===== src/rtl/angle_setpoint_ctrl.sv =====
// angle_setpoint_ctrl
//   Holds NUM_CH saturating angle setpoints. Two debounced active-low
//   push-buttons step the channel picked by a one-hot slide-switch select
//   up or down. A sequential double-dabble converter produces three BCD
//   digits of the selected setpoint for a seven-segment driver.
//
// Ports
//   clk         system clock
//   rst         asynchronous, active-high reset (released synchronously upstream)
//   key_up_n    increment button, active-low, asynchronous to clk
//   key_down_n  decrement button, active-low, asynchronous to clk
//   ch_sel      one-hot channel select, asynchronous to clk
//   angle_flat  all setpoints, channel i at [i*ANGLE_W +: ANGLE_W]
//   bcd_out     {hundreds, tens, units} of the selected channel
//   bcd_valid   bcd_out matches the current selected setpoint
//   sel_err     synchronised ch_sel is not exactly one-hot
module angle_setpoint_ctrl #(
    parameter int NUM_CH          = 4,
    parameter int ANGLE_W         = 8,
    parameter int ANGLE_MAX       = 180,
    parameter int ANGLE_INIT      = 90,
    parameter int DEBOUNCE_CYCLES = 50000
) (
    input  logic                      clk,
    input  logic                      rst,
    input  logic                      key_up_n,
    input  logic                      key_down_n,
    input  logic [NUM_CH-1:0]         ch_sel,
    output logic [NUM_CH*ANGLE_W-1:0] angle_flat,
    output logic [11:0]               bcd_out,
    output logic                      bcd_valid,
    output logic                      sel_err
);

    localparam int CNT_W = $clog2(DEBOUNCE_CYCLES);
    localparam int BIT_W = $clog2(ANGLE_W + 1);

    localparam logic [1:0] ST_IDLE  = 2'd0;
    localparam logic [1:0] ST_SHIFT = 2'd1;
    localparam logic [1:0] ST_DONE  = 2'd2;

    // ---------------------------------------------------------------
    // Two-flop synchronisers. Keys reset to the released (high) level.
    // Bit 0 = up key, bit 1 = down key.
    // ---------------------------------------------------------------
    logic [1:0]        key_meta_reg, key_sync_reg;
    logic [NUM_CH-1:0] sel_meta_reg, sel_sync_reg;

    always_ff @(posedge clk or posedge rst) begin
        if (rst) begin
            key_meta_reg <= 2'b11;
            key_sync_reg <= 2'b11;
            sel_meta_reg <= '0;
            sel_sync_reg <= '0;
        end else begin
            key_meta_reg <= {key_down_n, key_up_n};
            key_sync_reg <= key_meta_reg;
            sel_meta_reg <= ch_sel;
            sel_sync_reg <= sel_meta_reg;
        end
    end

    logic sel_ok;
    assign sel_ok = $onehot(sel_sync_reg);

    // ---------------------------------------------------------------
    // Debouncers: a level change is accepted after DEBOUNCE_CYCLES
    // consecutive differing samples; only release->press emits a pulse.
    // ---------------------------------------------------------------
    logic [1:0] press_pulse;

    for (genvar gi = 0; gi < 2; gi++) begin : g_debounce
        logic [CNT_W-1:0] cnt_reg;
        logic             pressed_reg;
        logic             pulse_reg;

        always_ff @(posedge clk or posedge rst) begin
            if (rst) begin
                cnt_reg     <= '0;
                pressed_reg <= 1'b0;
                pulse_reg   <= 1'b0;
            end else begin
                pulse_reg <= 1'b0;
                if (!key_sync_reg[gi] == pressed_reg) begin
                    cnt_reg <= '0;
                end else if (cnt_reg == CNT_W'(DEBOUNCE_CYCLES - 1)) begin
                    cnt_reg     <= '0;
                    pressed_reg <= !pressed_reg;
                    pulse_reg   <= !pressed_reg;
                end else begin
                    cnt_reg <= cnt_reg + 1'b1;
                end
            end
        end

        assign press_pulse[gi] = pulse_reg;
    end

    logic step_up, step_down;
    assign step_up   = press_pulse[0] && !press_pulse[1];
    assign step_down = press_pulse[1] && !press_pulse[0];

    // ---------------------------------------------------------------
    // Setpoint registers and selected-channel mux.
    // ---------------------------------------------------------------
    logic [ANGLE_W-1:0] sel_terms [NUM_CH];

    for (genvar gi = 0; gi < NUM_CH; gi++) begin : g_channel
        logic [ANGLE_W-1:0] angle_reg;

        always_ff @(posedge clk or posedge rst) begin
            if (rst) begin
                angle_reg <= ANGLE_W'(ANGLE_INIT);
            end else if (sel_ok && sel_sync_reg[gi]) begin
                if (step_up && angle_reg != ANGLE_W'(ANGLE_MAX))
                    angle_reg <= angle_reg + 1'b1;
                else if (step_down && angle_reg != '0)
                    angle_reg <= angle_reg - 1'b1;
            end
        end

        assign angle_flat[gi*ANGLE_W +: ANGLE_W] = angle_reg;
        assign sel_terms[gi] = sel_sync_reg[gi] ? angle_reg : '0;
    end

    logic [ANGLE_W-1:0] sel_value;

    always_comb begin
        sel_value = '0;
        for (int i = 0; i < NUM_CH; i++)
            sel_value = sel_value | sel_terms[i];
    end

    logic sel_err_reg;

    always_ff @(posedge clk or posedge rst) begin
        if (rst) sel_err_reg <= 1'b0;
        else     sel_err_reg <= !sel_ok;
    end

    // ---------------------------------------------------------------
    // Double-dabble converter. conv_sel/conv_val remember what the most
    // recent conversion was started for; any difference re-triggers,
    // which also aborts a conversion already in flight.
    // ---------------------------------------------------------------
    logic [1:0]         state_reg;
    logic               pending_reg;
    logic [NUM_CH-1:0]  conv_sel_reg;
    logic [ANGLE_W-1:0] conv_val_reg;
    logic [ANGLE_W-1:0] operand_reg;
    logic [11:0]        bcd_work_reg;
    logic [BIT_W-1:0]   bit_cnt_reg;
    logic [11:0]        bcd_out_reg;
    logic               bcd_valid_reg;
    logic               trigger;
    logic [11:0]        bcd_adj;

    assign trigger = sel_ok && (pending_reg ||
                                sel_sync_reg != conv_sel_reg ||
                                sel_value != conv_val_reg);

    always_comb begin
        bcd_adj = bcd_work_reg;
        for (int n = 0; n < 3; n++)
            if (bcd_work_reg[4*n +: 4] >= 4'd5)
                bcd_adj[4*n +: 4] = bcd_work_reg[4*n +: 4] + 4'd3;
    end

    always_ff @(posedge clk or posedge rst) begin
        if (rst) begin
            state_reg     <= ST_IDLE;
            pending_reg   <= 1'b1;
            conv_sel_reg  <= '0;
            conv_val_reg  <= '0;
            operand_reg   <= '0;
            bcd_work_reg  <= '0;
            bit_cnt_reg   <= '0;
            bcd_out_reg   <= '0;
            bcd_valid_reg <= 1'b0;
        end else if (trigger) begin
            state_reg     <= ST_SHIFT;
            pending_reg   <= 1'b0;
            conv_sel_reg  <= sel_sync_reg;
            conv_val_reg  <= sel_value;
            operand_reg   <= sel_value;
            bcd_work_reg  <= '0;
            bit_cnt_reg   <= '0;
            bcd_valid_reg <= 1'b0;
        end else begin
            case (state_reg)
                ST_SHIFT: begin
                    bcd_work_reg <= (bcd_adj << 1) | {11'd0, operand_reg[ANGLE_W-1]};
                    operand_reg  <= operand_reg << 1;
                    bit_cnt_reg  <= bit_cnt_reg + 1'b1;
                    if (bit_cnt_reg == BIT_W'(ANGLE_W - 1))
                        state_reg <= ST_DONE;
                end
                ST_DONE: begin
                    bcd_out_reg   <= bcd_work_reg;
                    bcd_valid_reg <= 1'b1;
                    state_reg     <= ST_IDLE;
                end
                default: state_reg <= ST_IDLE;
            endcase
        end
    end

    assign bcd_out   = bcd_out_reg;
    assign bcd_valid = bcd_valid_reg;
    assign sel_err   = sel_err_reg;

endmodule


===== config.mk =====
export PLATFORM = sky130hd
export DESIGN_NAME = angle_setpoint_ctrl
export DESIGN_NICKNAME = d
export VERILOG_FILES = /design/src/rtl/angle_setpoint_ctrl.sv
export SDC_FILE = /design/constraint.sdc
export NUM_CORES = 1
export LEC_CHECK = 0
export CAP_MARGIN = 5
export CORE_MARGIN = 8
export CORE_UTILIZATION = 34
export CTS_BUF_LIST = sky130_fd_sc_hd__clkbuf_8 sky130_fd_sc_hd__clkbuf_16
export CTS_CLUSTER_SIZE = 24
export DETAILED_ROUTE_END_ITERATION = 6
export PLACE_DENSITY = 0.58
export SYNTH_ARGS = -nofsm -noshare
export SYNTH_HDL_FRONTEND = slang
export SYNTH_SLANG_ARGS = --single-unit

===== constraint.sdc =====
create_clock -name clk -period 4 [get_ports clk]
set_input_delay 0.8 -clock clk [delete_from_list [all_inputs] [get_ports clk]]
set_output_delay 0.8 -clock clk [all_outputs]
set_load 0.02 [all_outputs]

Word level (Yosys, flattened, before mapping)
Index checks and enable logic that the tools add are counted.
Storage, ports and cells
  register bits: 133
  bits in latches: 0
  memory bits (writable): 0
  memory bits (read-only): 0
  output and inout bits: 46
  word-level logic and storage cells: 141
  memories: 0
Operators by class
  add/subtract/negate cells: 17
  multiply operators: 0
  divide/modulo/power cells: 0
  magnitude comparators: 3
  equality and inequality tests: 15
  shift-type cells: 0
  multiplexer cells: 34
  bitwise operators: 7
  reduce and logical (&&, ||, !) cells: 41
Operator list (count)
  8-bit two-way mux: 14
  16-bit two-way mux: 4
  16-bit by 1-bit adder with 16-bit output, second input constant: 2
  8-bit by 1-bit adder with 8-bit output, second input constant: 4
  16-bit == test, second input constant: 2
  8-bit inequality test, second input constant: 4
  8-bit nonzero test: 4
  8-bit by 1-bit subtractor with 8-bit output, second input constant: 4
  12-bit two-way mux: 2
  8-bit bitwise OR: 3
  4-bit two-way mux: 4
  1-bit logical AND: 15
  2-bit AND reduction: 7
  4-bit by 3-bit >= comparator with 1-bit output, second input constant: 3
  12-bit by 1-bit bitwise OR with 12-bit output: 1
  2-bit nonzero test: 6
  4-bit by 2-bit adder with 4-bit output, second input constant: 2
  8-bit inequality test: 1
  1-bit logical NOT: 7
  1-bit two-way mux: 6
  2-bit two-way mux: 3
  1-bit by 1-bit adder with 2-bit output: 2
  4-bit by 1-bit adder with 4-bit output, second input constant: 1
  4-bit by 3-bit == test with 1-bit output, second input constant: 1
  other kinds (11): 15

Depth between registers and ports, before layout
  depth after elaboration: 9
  depth in mapped cells: 13
  depth with buffers taken out: 10

Least setup slack after synthesis
OpenSTA, ideal clock, no wires.
  kind: register to register
  from: register g_channel[0].angle_reg[0]
  to: register g_channel[0].angle_reg[7]
  setup time: 133 ps
  arrival: 3055 ps
  data required time: 3867 ps
  path slack: 811 ps
  cell stages (with the launch flop): 10
  clock period less this slack: 3189 ps
  cell sequence: dfrtp_1 > or4_1 > o21ai_0 > ha_1 > a21oi_1 > o211ai_1 > o41ai_1 > xor2_1 > nor2_1 > xor2_1
On the way
  word-level cells in the longest chain between the ends: 4
  elaborated cells on any way between the ends: 10
Ends and longest elaborated chain
  start, declared: RTL line 109  | logic [ANGLE_W-1:0] angle_reg;
  start signal, assigned: RTL line 113  | angle_reg <= ANGLE_W'(ANGLE_INIT);
  start signal, assigned: RTL line 116  | angle_reg <= angle_reg + 1'b1;
  start signal, assigned: RTL line 118  | angle_reg <= angle_reg - 1'b1;
  parallel branches: the longest is 4 deep, another holds 8-bit by 1-bit subtractor with 8-bit output
Several ways; the timed one is not identified. The select of a mux whose other input is x is not followed.
A chain may end at the register's enable or synchronous reset.

Worst setup path after layout
  from: register sel_sync_reg[0]
  to: register operand_reg[7]
On the way
  word-level cells in the longest chain between the ends: 8
  elaborated cells on any way between the ends: 14
Ends and longest elaborated chain
  start, declared: RTL line 47  | logic [NUM_CH-1:0] sel_meta_reg, sel_sync_reg;
  start signal, assigned: RTL line 59  | sel_sync_reg <= sel_meta_reg;
  8-bit two-way mux: RTL line 123  | assign sel_terms[gi] = sel_sync_reg[gi] ? angle_reg : '0;
  8-bit bitwise OR (3 in a row): RTL line 131  | sel_value = sel_value | sel_terms[i];
  8-bit inequality test: RTL line 160  | sel_value != conv_val_reg);
  1-bit logical OR: RTL line 159  | sel_sync_reg != conv_sel_reg ||
  1-bit logical AND: RTL line 158  | assign trigger = sel_ok && (pending_reg ||
  8-bit two-way mux or 2-bit nonzero test (tied branches)
  end signal, assigned: RTL line 185  | operand_reg <= sel_value;
  end signal, assigned: RTL line 193  | operand_reg <= operand_reg << 1;
  end, declared: RTL line 150  | logic [ANGLE_W-1:0] operand_reg;
Parallel ways exist; a longest one is shown, timed or not.

==> flow_metrics.env <==
export IMPL_outcome="finished clean"
export IMPL_core_area_um2=21100
export IMPL_power_density_nw_per_um2=443
export IMPL_fin_crit_sh_pct=82.4
export IMPL_path_cells="inv_1 > fa_1 > inv_1 > ha_1 > ha_1 > nor2_1 > and2_1 > inv_1 > a21oi_4 > buf_4 > mux2i_1"
export IMPL_holdWs_ns=0.347
export IMPL_synthSimpleGateAreaFrac_pct=16.6
export IMPL_crit_path_max_fanout=16
export IMPL_clkTransAtPathRegs_ns=0.06
export IMPL_synth_most_common_cell="dfrtp_1"
export IMPL_post_drt_wl_per_cell_um=14.7
export IMPL_cp_slowest_cell="a21oi_4"
export IMPL_cts_htree_levels=4
export IMPL_final_setup_viol_count=0
export IMPL_synth_area_leaders="dfrtp_1 (38%), dfstp_2 (7.6%), ha_1 (6.0%)"
export IMPL_first_pass_iters=4
export IMPL_synth_top_area_share_pct=38.4
export IMPL_io_pins=54
export IMPL_synth_top_cell_by_area="dfrtp_1"
export IMPL_drt_iter0_drc=317
export IMPL_syn_inst=747
export IMPL_critical_path_class="flop to flop"
export IMPL_relSlewSlack_pct=19.9
export IMPL_finalSetupTns_ns=0
export IMPL_clock_latency_ns=0.42
export IMPL_viasPerCell=5.01
export IMPL_cts_resized=0
export IMPL_fin_skew_ns=0.0104
export IMPL_grt_pass1_vias=5355
export IMPL_hpwl_mm=11.4
export IMPL_crit_arrival_ns=3.63
export IMPL_end_kind="flop"
export IMPL_p_leak_nw=3.84
export IMPL_multiInputGateArea_um2=3680
export IMPL_synthTopCellsByCount="dfrtp_1 (112), nor2_1 (80), nand2_1 (61)"
export IMPL_cp_top_family="adder cells"
export IMPL_async_flop_share_pct=100
export IMPL_grt_pass1_wl_mm=27.5
export IMPL_syn_nets=795
export IMPL_grt_overflow=0
export IMPL_fp_dieH_um=163
export IMPL_final_hold_violation_count=0
export IMPL_cp_common_cell="inv_1"
export IMPL_slew_viol_final=0
export IMPL_ys_warn_count=0
export IMPL_crit_path_max_incr_delay_ns=0.58
export IMPL_synthXorXnorAreaFrac_pct=9.11
export IMPL_rows=53
export IMPL_grt_use_total_pct=12.7
export IMPL_cts_setup_buffers=0
export IMPL_synth_ff_type="dfrtp_1"
export IMPL_initial_core_util_pct=34.6
export IMPL_synth_top_family_by_area="simple AND/OR/NAND/NOR gates"
export IMPL_postRouteAntennaNets=0
export IMPL_dieArea_um2=26400
export IMPL_synth_edf_count=0
export IMPL_min_path_type="flop to flop"
export IMPL_grt_max_degree=76
export IMPL_synth_compound_area_share_pct=12.8
export IMPL_antenna_found_initial=0
export IMPL_seq_area_frac_synth_pct=45.9
export IMPL_max_freq_ghz=0.303
export IMPL_register_area_um2=3350
export IMPL_fin_crit_ns=3.30
export IMPL_utilization_pct=41.7
export IMPL_cap_violations=0
export IMPL_post_route_cell_area_um2=8800
export IMPL_cts_tree="done"
export IMPL_power_total_mw=3.90
export IMPL_rsz0062_at_grt="false"
export IMPL_clock_path_buffers=2
export IMPL_fillCellCount=2051
export IMPL_placedInstanceArea_um2=8170
export IMPL_syn_area_um2=7310
export IMPL_clkSinkCount=133
export IMPL_drcViolationCount=0
export IMPL_vias=5459
export IMPL_worstSetupStartpointType="flop"
export IMPL_final_nets=850
export IMPL_synthAdderAreaFrac_pct=7.36
export IMPL_ys_ff_latch=133
export IMPL_muxShareOfSynthArea_pct=4.32
export IMPL_avgSynthCellArea_um2=9.78
export IMPL_routed_wl_mm=16.0
export IMPL_drive_gt1_share_pct=10.2
export IMPL_yosys_cell_types_count=48
export IMPL_n_antenna_cell=0
export IMPL_die_w_um=163
export IMPL_crit_required_ns=4.33
export IMPL_syn_to_final_growth_pct=20.4
export IMPL_ir_worst_vdd_mv=0.297
export IMPL_path_buf_inv=4
export IMPL_portBuffers=53
export IMPL_worst_slew_pin_slew_ns=1.20
export IMPL_cts_made_buffers=17
export IMPL_clock_root_buffer="clkbuf_16"
export IMPL_gp_congestion=0.765
export IMPL_holdBufCountCts=0
[cells in the final DEF (no fill, tap or decap), types with 12 or more instances in the layout]
cell type	synthesis	final
o21ai_0	34	34
nand4_1	23	23
dfrtp_1	112	112
inv_1	38	40
nand2_1	61	61
o22ai_1	12	12
ha_1	35	35
nor2_1	80	80
and3_1	15	15
xor2_1	38	38
buf_4	1	13
mux2i_1	18	18
clkdlybuf4s50_1	0	53
nand3_1	23	23
xnor2_1	38	38
nor3_1	12	12
dfstp_2	21	21
clkbuf_16	0	17
a21oi_1	42	42
a31oi_1	12	12
o311ai_0	12	12
[through the flow]
step	cells	worst slack (ns)
finish	1090	0.705
global route	1090	0.392
CTS	1090	0.684
detailed placement	1058	0.703
global placement	1058	0.691
floorplan	747	0.811
[metal layers]
| metal | track usage, % | vias to the layer above | share of wire, % |
|---|---|---|---|
| met5 | 0 | - | 0 |
| met4 | 3.88 | 0 | 1.2 |
| met3 | 3.11 | 16 | 4.3 |
| met2 | 20.1 | 91 | 47 |
| met1 | 17.0 | 2603 | 48 |
| li1 | - | 2749 | - |
[cell families (layout without fill, tap and decap cells)]
kind of cell | after synthesis | in the layout
and+or+nand+nor | 251 | 251
DFF | 133 | 133
muxes | 30 | 30
adders and majority gates | 40 | 40
xor gates and xnor gates | 76 | 76
buffers and inverters | 69 | 137
AOI/OAI and AO/OA | 148 | 148
[cell type report]
class	instances	share of cell area [%]
clock inverter	10	1.46
timing repair buffer	67	7.37
tap	275	3.91
inverter	38	1.66
clock buffer	22	5.62
sequential	133	38.1
multi-input combinational	545	41.8
[power breakdown]
group | total (mW) | switching (mW) | leakage (nW) | internal (mW)
clock | 1.62 | 0.569 | 0.308 | 1.06
sequential | 1.59 | 0.114 | 1.68 | 1.47
combinational | 0.688 | 0.414 | 1.85 | 0.274
[worst paths after layout]
path	start	endpoint	slack [ns]	depth (start not counted)
max reg2reg	sel_sync_reg[0]	operand_reg[7]	0.70	11
min	sel_meta_reg[2]	sel_sync_reg[2]	0.35	0
max in group asynchronous	rst	g_channel[3].angle_reg[4]	2.28	3
min reg2reg	sel_meta_reg[2]	sel_sync_reg[2]	0.35	0
min in group asynchronous	rst	g_debounce[1].cnt_reg[15]	0.86	2
max	sel_sync_reg[0]	operand_reg[7]	0.70	11
Power figures use the tool's default switching activity.
